<file path="src/rtl/aes_response_collector.sv">
// ---------------------------------------------------------------------------
// AesResponseCollector (module aes_response_collector)
//
// Response path of the AES emulation bench. Encoder and decoder result
// strobes are tagged with a per-source sequence number and buffered in two
// independent FIFOs. A small FSM turns each buffered result into a 5-word
// frame on a valid/ready stream:
//   word0 = {8'hA5, 7'b0, tag, seq}   (tag 0 = encoder, 1 = decoder)
//   word1..word4 = data[127:96], [95:64], [63:32], [31:0]
// A flush request drains every pending result and then emits a single
// end-of-message word {8'h5A, 8'h00, framesSent}.
//
// Ports:
//   clock, reset        clock and synchronous active-high reset
//   i_encData/i_encValid  encoder result and its strobe
//   i_decData/i_decValid  decoder result and its strobe
//   i_flush             single-cycle end-of-message request
//   o_outData/o_outValid/i_outReady/o_outLast  output word stream
//   o_overflow          sticky: a result was dropped on a full FIFO
//   o_flushDone         one-cycle pulse after the EOM word is accepted
//   o_busy              high while any work is pending or in flight
// ---------------------------------------------------------------------------
module aes_response_collector #(
  parameter int FIFO_DEPTH = 8,
  parameter int SEQ_W      = 16
) (
  input  logic         clock,
  input  logic         reset,
  input  logic [127:0] i_encData,
  input  logic         i_encValid,
  input  logic [127:0] i_decData,
  input  logic         i_decValid,
  input  logic         i_flush,
  output logic [31:0]  o_outData,
  output logic         o_outValid,
  input  logic         i_outReady,
  output logic         o_outLast,
  output logic         o_overflow,
  output logic         o_flushDone,
  output logic         o_busy
);

  localparam int AW = $clog2(FIFO_DEPTH);
  localparam int EW = SEQ_W + 128;

  localparam logic [AW:0]      PTR_ONE = 1;
  localparam logic [SEQ_W-1:0] SEQ_ONE = 1;

  typedef enum logic [1:0] {
    S_IDLE,
    S_HDR,
    S_DATA,
    S_EOM
  } state_t;

  // FIFO storage: each entry is {seq, data}
  logic [EW-1:0] r_encMem [FIFO_DEPTH];
  logic [EW-1:0] r_decMem [FIFO_DEPTH];

  // Pointers carry one extra wrap bit so full and empty can be told apart
  logic [AW:0]      r_encWr;
  logic [AW:0]      r_encRd;
  logic [AW:0]      r_decWr;
  logic [AW:0]      r_decRd;
  logic [SEQ_W-1:0] r_encSeq;
  logic [SEQ_W-1:0] r_decSeq;

  state_t           r_state;
  logic             r_sel;
  logic             r_ptr;
  logic [1:0]       r_idx;
  logic [SEQ_W-1:0] r_framesSent;
  logic             r_flushPending;

  logic          w_encEmpty;
  logic          w_decEmpty;
  logic          w_encFull;
  logic          w_decFull;
  logic [EW-1:0] w_encHead;
  logic [EW-1:0] w_decHead;
  logic          w_lastAccept;
  logic          w_encPop;
  logic          w_decPop;
  logic          w_encPush;
  logic          w_decPush;
  logic          w_encDrop;
  logic          w_decDrop;
  logic          w_selDec;
  logic [EW-1:0] w_selHead;
  logic [127:0]  w_curData;
  logic [31:0]   w_hdrWord;
  logic [31:0]   w_eomWord;

  // Pick one 32-bit slice of a result, most significant word first
  function automatic logic [31:0] dataWord(input logic [127:0] d, input logic [1:0] idx);
    logic [31:0] w;
    case (idx)
      2'd0:    w = d[127:96];
      2'd1:    w = d[95:64];
      2'd2:    w = d[63:32];
      default: w = d[31:0];
    endcase
    return w;
  endfunction

  // FIFO status derived from the pointer pairs
  assign w_encEmpty = (r_encWr == r_encRd);
  assign w_decEmpty = (r_decWr == r_decRd);
  assign w_encFull  = (r_encWr[AW] != r_encRd[AW]) && (r_encWr[AW-1:0] == r_encRd[AW-1:0]);
  assign w_decFull  = (r_decWr[AW] != r_decRd[AW]) && (r_decWr[AW-1:0] == r_decRd[AW-1:0]);
  assign w_encHead  = r_encMem[r_encRd[AW-1:0]];
  assign w_decHead  = r_decMem[r_decRd[AW-1:0]];

  // The head entry is popped only when the final data word is accepted
  assign w_lastAccept = (r_state == S_DATA) && (r_idx == 2'd3) && i_outReady;
  assign w_encPop     = w_lastAccept && !r_sel;
  assign w_decPop     = w_lastAccept &&  r_sel;

  // A push into a full FIFO still succeeds when the head leaves the same cycle;
  // everything is ignored (no drop, no overflow) while a flush is pending
  assign w_encPush = i_encValid && !r_flushPending && (!w_encFull || w_encPop);
  assign w_decPush = i_decValid && !r_flushPending && (!w_decFull || w_decPop);
  assign w_encDrop = i_encValid && !r_flushPending &&  w_encFull && !w_encPop;
  assign w_decDrop = i_decValid && !r_flushPending &&  w_decFull && !w_decPop;

  // Source selection in IDLE: the lone non-empty side wins, otherwise the pointer decides
  assign w_selDec  = w_encEmpty ? 1'b1 : (w_decEmpty ? 1'b0 : r_ptr);
  assign w_selHead = w_selDec ? w_decHead : w_encHead;
  assign w_curData = r_sel ? w_decHead[127:0] : w_encHead[127:0];
  assign w_hdrWord = {8'hA5, 7'b0, w_selDec, 16'(w_selHead[EW-1:128])};
  assign w_eomWord = {8'h5A, 8'h00, 16'(r_framesSent)};

  assign o_busy = (r_state != S_IDLE) | ~w_encEmpty | ~w_decEmpty | r_flushPending;

  // Entry storage is written without reset; validity lives in the pointers
  always_ff @(posedge clock) begin
    if (w_encPush) r_encMem[r_encWr[AW-1:0]] <= {r_encSeq, i_encData};
    if (w_decPush) r_decMem[r_decWr[AW-1:0]] <= {r_decSeq, i_decData};
  end

  // Encoder FIFO pointers and sequence counter
  always_ff @(posedge clock) begin
    if (reset) begin
      r_encWr  <= '0;
      r_encRd  <= '0;
      r_encSeq <= '0;
    end else begin
      if (w_encPush) begin
        r_encWr  <= r_encWr + PTR_ONE;
        r_encSeq <= r_encSeq + SEQ_ONE;
      end
      if (w_encPop) r_encRd <= r_encRd + PTR_ONE;
    end
  end

  // Decoder FIFO pointers and sequence counter
  always_ff @(posedge clock) begin
    if (reset) begin
      r_decWr  <= '0;
      r_decRd  <= '0;
      r_decSeq <= '0;
    end else begin
      if (w_decPush) begin
        r_decWr  <= r_decWr + PTR_ONE;
        r_decSeq <= r_decSeq + SEQ_ONE;
      end
      if (w_decPop) r_decRd <= r_decRd + PTR_ONE;
    end
  end

  // Sticky drop indicator
  always_ff @(posedge clock) begin
    if (reset) begin
      o_overflow <= 1'b0;
    end else if (w_encDrop || w_decDrop) begin
      o_overflow <= 1'b1;
    end
  end

  // Frame serialiser with registered stream outputs. Each word is loaded one
  // edge ahead, so out_data/out_last only change on an accept or state entry.
  always_ff @(posedge clock) begin
    if (reset) begin
      r_state        <= S_IDLE;
      r_sel          <= 1'b0;
      r_ptr          <= 1'b0;
      r_idx          <= 2'd0;
      r_framesSent   <= '0;
      r_flushPending <= 1'b0;
      o_outData      <= '0;
      o_outValid     <= 1'b0;
      o_outLast      <= 1'b0;
      o_flushDone    <= 1'b0;
    end else begin
      o_flushDone <= 1'b0;
      if (i_flush && !r_flushPending) r_flushPending <= 1'b1;

      case (r_state)
        S_IDLE: begin
          // Pending results always go out before the end-of-message word
          if (!w_encEmpty || !w_decEmpty) begin
            r_state    <= S_HDR;
            r_sel      <= w_selDec;
            r_ptr      <= ~r_ptr;
            o_outValid <= 1'b1;
            o_outData  <= w_hdrWord;
            o_outLast  <= 1'b0;
          end else if (r_flushPending) begin
            r_state    <= S_EOM;
            o_outValid <= 1'b1;
            o_outData  <= w_eomWord;
            o_outLast  <= 1'b1;
          end
        end

        S_HDR: begin
          if (i_outReady) begin
            r_state   <= S_DATA;
            r_idx     <= 2'd0;
            o_outData <= dataWord(w_curData, 2'd0);
            o_outLast <= 1'b0;
          end
        end

        S_DATA: begin
          if (i_outReady) begin
            if (r_idx == 2'd3) begin
              r_state      <= S_IDLE;
              r_framesSent <= r_framesSent + SEQ_ONE;
              o_outValid   <= 1'b0;
              o_outData    <= '0;
              o_outLast    <= 1'b0;
            end else begin
              r_idx     <= r_idx + 2'd1;
              o_outData <= dataWord(w_curData, r_idx + 2'd1);
              o_outLast <= (r_idx == 2'd2);
            end
          end
        end

        S_EOM: begin
          if (i_outReady) begin
            r_state        <= S_IDLE;
            r_flushPending <= 1'b0;
            r_framesSent   <= '0;
            o_flushDone    <= 1'b1;
            o_outValid     <= 1'b0;
            o_outData      <= '0;
            o_outLast      <= 1'b0;
          end
        end

        default: begin
          r_state    <= S_IDLE;
          o_outValid <= 1'b0;
          o_outLast  <= 1'b0;
        end
      endcase
    end
  end

endmodule

</file>
<file path="config.mk">
export PLATFORM = sky130hd
export DESIGN_NAME = aes_response_collector
export DESIGN_NICKNAME = d
export VERILOG_FILES = /design/src/rtl/aes_response_collector.sv
export SDC_FILE = /design/constraint.sdc
export NUM_CORES = 2
export LEC_CHECK = 0
export BUFFER_PORTS_ARGS = -buffer_cell sky130_fd_sc_hd__buf_2
export CAP_MARGIN = 0
export CORE_ASPECT_RATIO = 0.8
export CORE_MARGIN = 2
export CORE_UTILIZATION = 30
export CTS_CLUSTER_DIAMETER = 40
export DETAILED_ROUTE_END_ITERATION = 10
export GPL_TIMING_DRIVEN = 0
export PLACE_DENSITY_LB_ADDON = 0.15
export SLEW_MARGIN = 40
export SYNTH_ARGS = -nofsm -noshare
export SYNTH_HDL_FRONTEND = slang
export SYNTH_SLANG_ARGS = --single-unit
</file>
<file path="constraint.sdc">
create_clock -name clock -period 44.9 [get_ports clock]
set_input_delay 4.49 -clock clock [delete_from_list [all_inputs] [get_ports clock]]
set_output_delay 4.49 -clock clock [all_outputs]
set_load 0.02 [all_outputs]
</file>
==> flow_metrics.py <==
metrics = {
    "status": {
        "outcome": "completed",
    },
    "cells_and_area": {
        "post-route-util_pct": 37.3,
        "fill_cells": 28300,
        "nNetsFinal": 5688,
        "mostFrequentLayoutCells": "2304 x sky130_fd_sc_hd__edfxtp_1, 667 x sky130_fd_sc_hd__buf_2, 576 x sky130_fd_sc_hd__mux4_2",
        "finalInstanceArea_um2": 115000,
        "instances_no_fill": 9843,
        "most_common_library_cell_in_the_layout_ignoring_fill_and_taps": "sky130_fd_sc_hd__edfxtp_1",
        "synthToLayoutAreaGrowth_pct": 23.6,
        "drive_gt1_share_pct": 38.7,
    },
    "hold_path": {
        "hold_path_class": "flop to flop",
        "holdCritStartpoint": "o_outData[21]$_SDFFE_PP0P_",
        "hold_path_end": "o_outData[21]$_SDFFE_PP0P_",
        "holdPathStages": 2,
    },
    "floorplan": {
        "dieWidth_um": 626,
        "fp-row-count": 182,
        "fp.dieArea_um2": 314000,
        "floorplan.initialDensity_pct": 30.2,
        "ioPinCount": 299,
        "fp.coreArea_um2": 308000,
        "dieHeight_um": 502,
    },
    "route": {
        "detailedRoute.firstIterationViolations": 4677,
        "route.final.wire_length_um": 291000,
        "route.antenna.remaining_nets": 0,
        "first_pass_iteration_count_of_the_detailed_router": 6,
        "post-route-drc-count": 0,
        "detail_route.vias_per_cell": 4.92,
        "total_vias_in_the_final_route": 48400,
        "route.detailed.wl_per_inst_um": 29.6,
    },
    "critical_path": {
        "timing.critical_path.fanout_max": 7,
        "critical_path.top_delay_family": "buffers and inverters",
        "cp.arrival_ns": 8.75,
        "timing.critical_path.from_type": "input port",
        "cp.buffers_inverters": 14,
        "timing.critical_path.to_type": "flop",
        "path_class": "input port to flop",
        "r2r_end": "r_encMem[1][36]$_DFFE_PP_",
        "max_stage_delay_ns": 0.48,
        "cp_cell_sequence": "buf_2, and4b_1, a2111oi_2, a21o_1, nor4b_2, buf_2, buf_2, buf_2, buf_2, buf_2, buf_2, buf_2, buf_2, buf_2, buf_2, buf_2, buf_2, buf_2",
        "critical_path.slowest_cell": "sky130_fd_sc_hd__and4b_1",
        "worst_path_most_repeated_cell": "sky130_fd_sc_hd__buf_2",
        "worstRegToRegCells": 18,
        "regToRegStartpoint": "r_idx[0]$_SDFFE_PP0P_",
        "worst_path_required_time_ns": 45.46,
        "setup.reg_to_reg.worst_slack_ns": 39.70,
    },
    "sta": {
        "finalWorstPathRequiredPeriod_ns": 8.19,
        "slew_violations": 0,
        "timing.max_slew.rel_slack_pct": 34.5,
        "rsz0062_at_grt": "false",
        "clock.fmax_mhz": 122,
        "post-route-worst-setup-slack_ns": 36.71,
        "finalSetupTns_ns": 0,
        "fin_hold_ws_ns": 0.488,
        "max_slew.worst_pin.slew_ns": 0.982,
        "timing_hold_violations_final": 0,
        "timing.clock.skew_ns": 0.0403,
        "setup_viol": 0,
        "timing.final.crit_share_pct": 18.2,
    },
    "pwr": {
        "power_frac_seq_pct": 45.3,
        "p_switching_mw": 1.39,
        "p_int_mw": 4.31,
        "ir_worst_vdd_mv": 0.0368,
        "power.switching_fraction_pct": 24.4,
        "power.density_cell_area_nw_per_um2": 49.6,
        "pwr-share-clk_pct": 47.0,
        "comb_power_share_pct": 7.7,
        "static-leakage-power_nw": 37.5,
        "totalPowerFinal_mw": 5.69,
    },
    "cts": {
        "clock-sinks": 2417,
        "cell_at_the_root_of_the_clock_tree": "sky130_fd_sc_hd__clkbuf_16",
        "tritoncts": "done",
        "clock_latency_ns": 0.87,
        "cts-resized-gates": 0,
        "cts-hold-fix-buffers": 0,
        "cts_setup_buffers": 0,
        "max_clock_buf_depth": 4,
        "cts_buffers": 336,
        "htree_levels": 5,
        "clock_pin_slew_reported_for_the_worst_setup_and_hold_paths_after_clock_tree_synthesis_ns": 0.05,
    },
    "place": {
        "dp.cells": 9215,
        "dp_worst_setup_slack_ns": 35.79,
        "io_buffers": 297,
        "gp_congestion": 0.897,
        "post-dp-hpwl_um": 217000,
        "post_dp_cell_area_um2": 103000,
    },
    "synth": {
        "synth_cells": 4262,
        "count_of_flip_flops_with_a_built_in_enable_after_synthesis": 2304,
        "ys.flop_type": "sky130_fd_sc_hd__edfxtp_1",
        "synth-seq-cells": 2417,
        "synthesis.yosys.warnings": 0,
        "synthDistinctLibCells": 68,
        "synthesis.area_um2": 92900,
        "synth-async-reset-ratio_pct": 0,
        "synthesis.area_per_instance_um2": 21.8,
        "synth_nets": 4537,
        "ys_seq_area_share_pct": 76.9,
    },
    "run": {
        "max_cap_violations": 0,
    },
    "global_route": {
        "grt_pass1_wl_um": 400000,
        "gr_util_all_layers_pct": 18.3,
        "maximum_number_of_pins_on_one_net_before_global_route_repair": 40,
        "global_route.overflow_total": 0,
        "grt_pass1_vias": 49300,
        "grt_antenna_before_repair": 138,
    },
}
cell usage after synthesis, drive strengths merged, types with 8 or more instances:
library cell	count	area share [%]
inv	12	0.048
o211ai	12	0.097
nor3b	9	0.073
o32ai	8	0.075
nand4	12	0.081
or4	18	0.15
clkbuf	71	0.29
mux4	576	14
a22oi	13	0.11
a311o	9	0.097
edfxtp	2304	74
nor3	15	0.081
o31ai	9	0.078
xnor2	17	0.16
dfxtp	113	2.4
a21oi	48	0.26
nand2b	8	0.054
o21ai	46	0.25
a211oi	10	0.081
o22ai	78	0.53
nand2	82	0.33
buf	162	0.94
xor2	41	0.39
mux2	66	0.80
and3	8	0.054
o22a	11	0.10
nor4	10	0.083
nor2	159	0.64
or3	14	0.094
nand3	28	0.15
mux2i	203	2.2
ha	13	0.18
a21o	15	0.12
sequential cells by signal, summed over array words and instances (netlist names), 4 cells and up, named ones only:
| signal | flops |
|---|---|
| r_encWr | 4 |
| r_decRd | 4 |
| r_decWr | 4 |
| r_framesSent | 16 |
| r_encRd | 4 |
| r_encMem | 1152 |
| r_decSeq | 16 |
| r_decMem | 1152 |
| o_outData | 32 |
| r_encSeq | 16 |
power by group through the flow:
stage          clock network [mW]  logic [mW]  registers, mW
2_1_floorplan                   0       0.180           2.63
3_3_place_gp                    0       0.402           2.68
3_5_place_dp                    0       0.427           2.63
4_1_cts                      2.74       0.428           2.59
5_1_grt                      2.83       0.458           2.58
6_report                     2.68       0.438           2.58
cells by family after synthesis:
logic type,after synthesis,synth area share [%]
AOI/OAI and AO/OA,298,2.18
adders and majority gates,13,0.175
xor gates and xnor gates,58,0.547
and+or+nand+nor,386,1.98
DFF,2417,76.9
buffers and inverters,245,1.27
muxes,845,16.9
layer usage:
| layer | global-route usage [%] | routed length (µm) | vias to the layer above |
|---|---|---|---|
| li1 | - | - | 20400 |
| met1 | 24.6 | 124000 | 25700 |
| met2 | 29.3 | 137000 | 1645 |
| met3 | 4.78 | 21200 | 573 |
| met4 | 5.04 | 7820 | 90 |
| met5 | 0 | 577 | - |
tightest hold or removal path: stages, from the launching register on:
cell and delay, ns:
sky130_fd_sc_hd__dfxtp_1 0.33, sky130_fd_sc_hd__a32oi_1 0.06, sky130_fd_sc_hd__o31ai_1 0.06
worst max path at each step:
stage,start,depth (start not counted),endpoint,slack (ns)
2_1_floorplan,i_outReady,4,r_encMem[2][0]$_DFFE_PP_,24.02
3_3_place_gp,i_outReady,5,r_encMem[2][29]$_DFFE_PP_,2.95
3_5_place_dp,i_outReady,18,r_encMem[1][36]$_DFFE_PP_,35.79
4_1_cts,i_outReady,18,r_encMem[1][29]$_DFFE_PP_,36.68
5_1_grt,i_outReady,17,r_decMem[4][70]$_DFFE_PP_,36.46
6_report,i_outReady,18,r_encMem[1][36]$_DFFE_PP_,36.71
area by class of cell:
class / count / area, µm² / share of cell area [%]
clock inverters: 228 / 2560 / 2.23
multi-input cells: 1600 / 20400 / 17.8
clock buffers: 377 / 8740 / 7.62
plain buffers: 233 / 1170 / 1.02
diodes: 23 / 57.6 / 0.0501
well taps: 4140 / 5180 / 4.51
flip-flops and latches: 2417 / 71400 / 62.2
repair buffers: 813 / 5170 / 4.50
inverters: 12 / 52.6 / 0.0458
No activity file was read; power rests on OpenSTA's default activity.
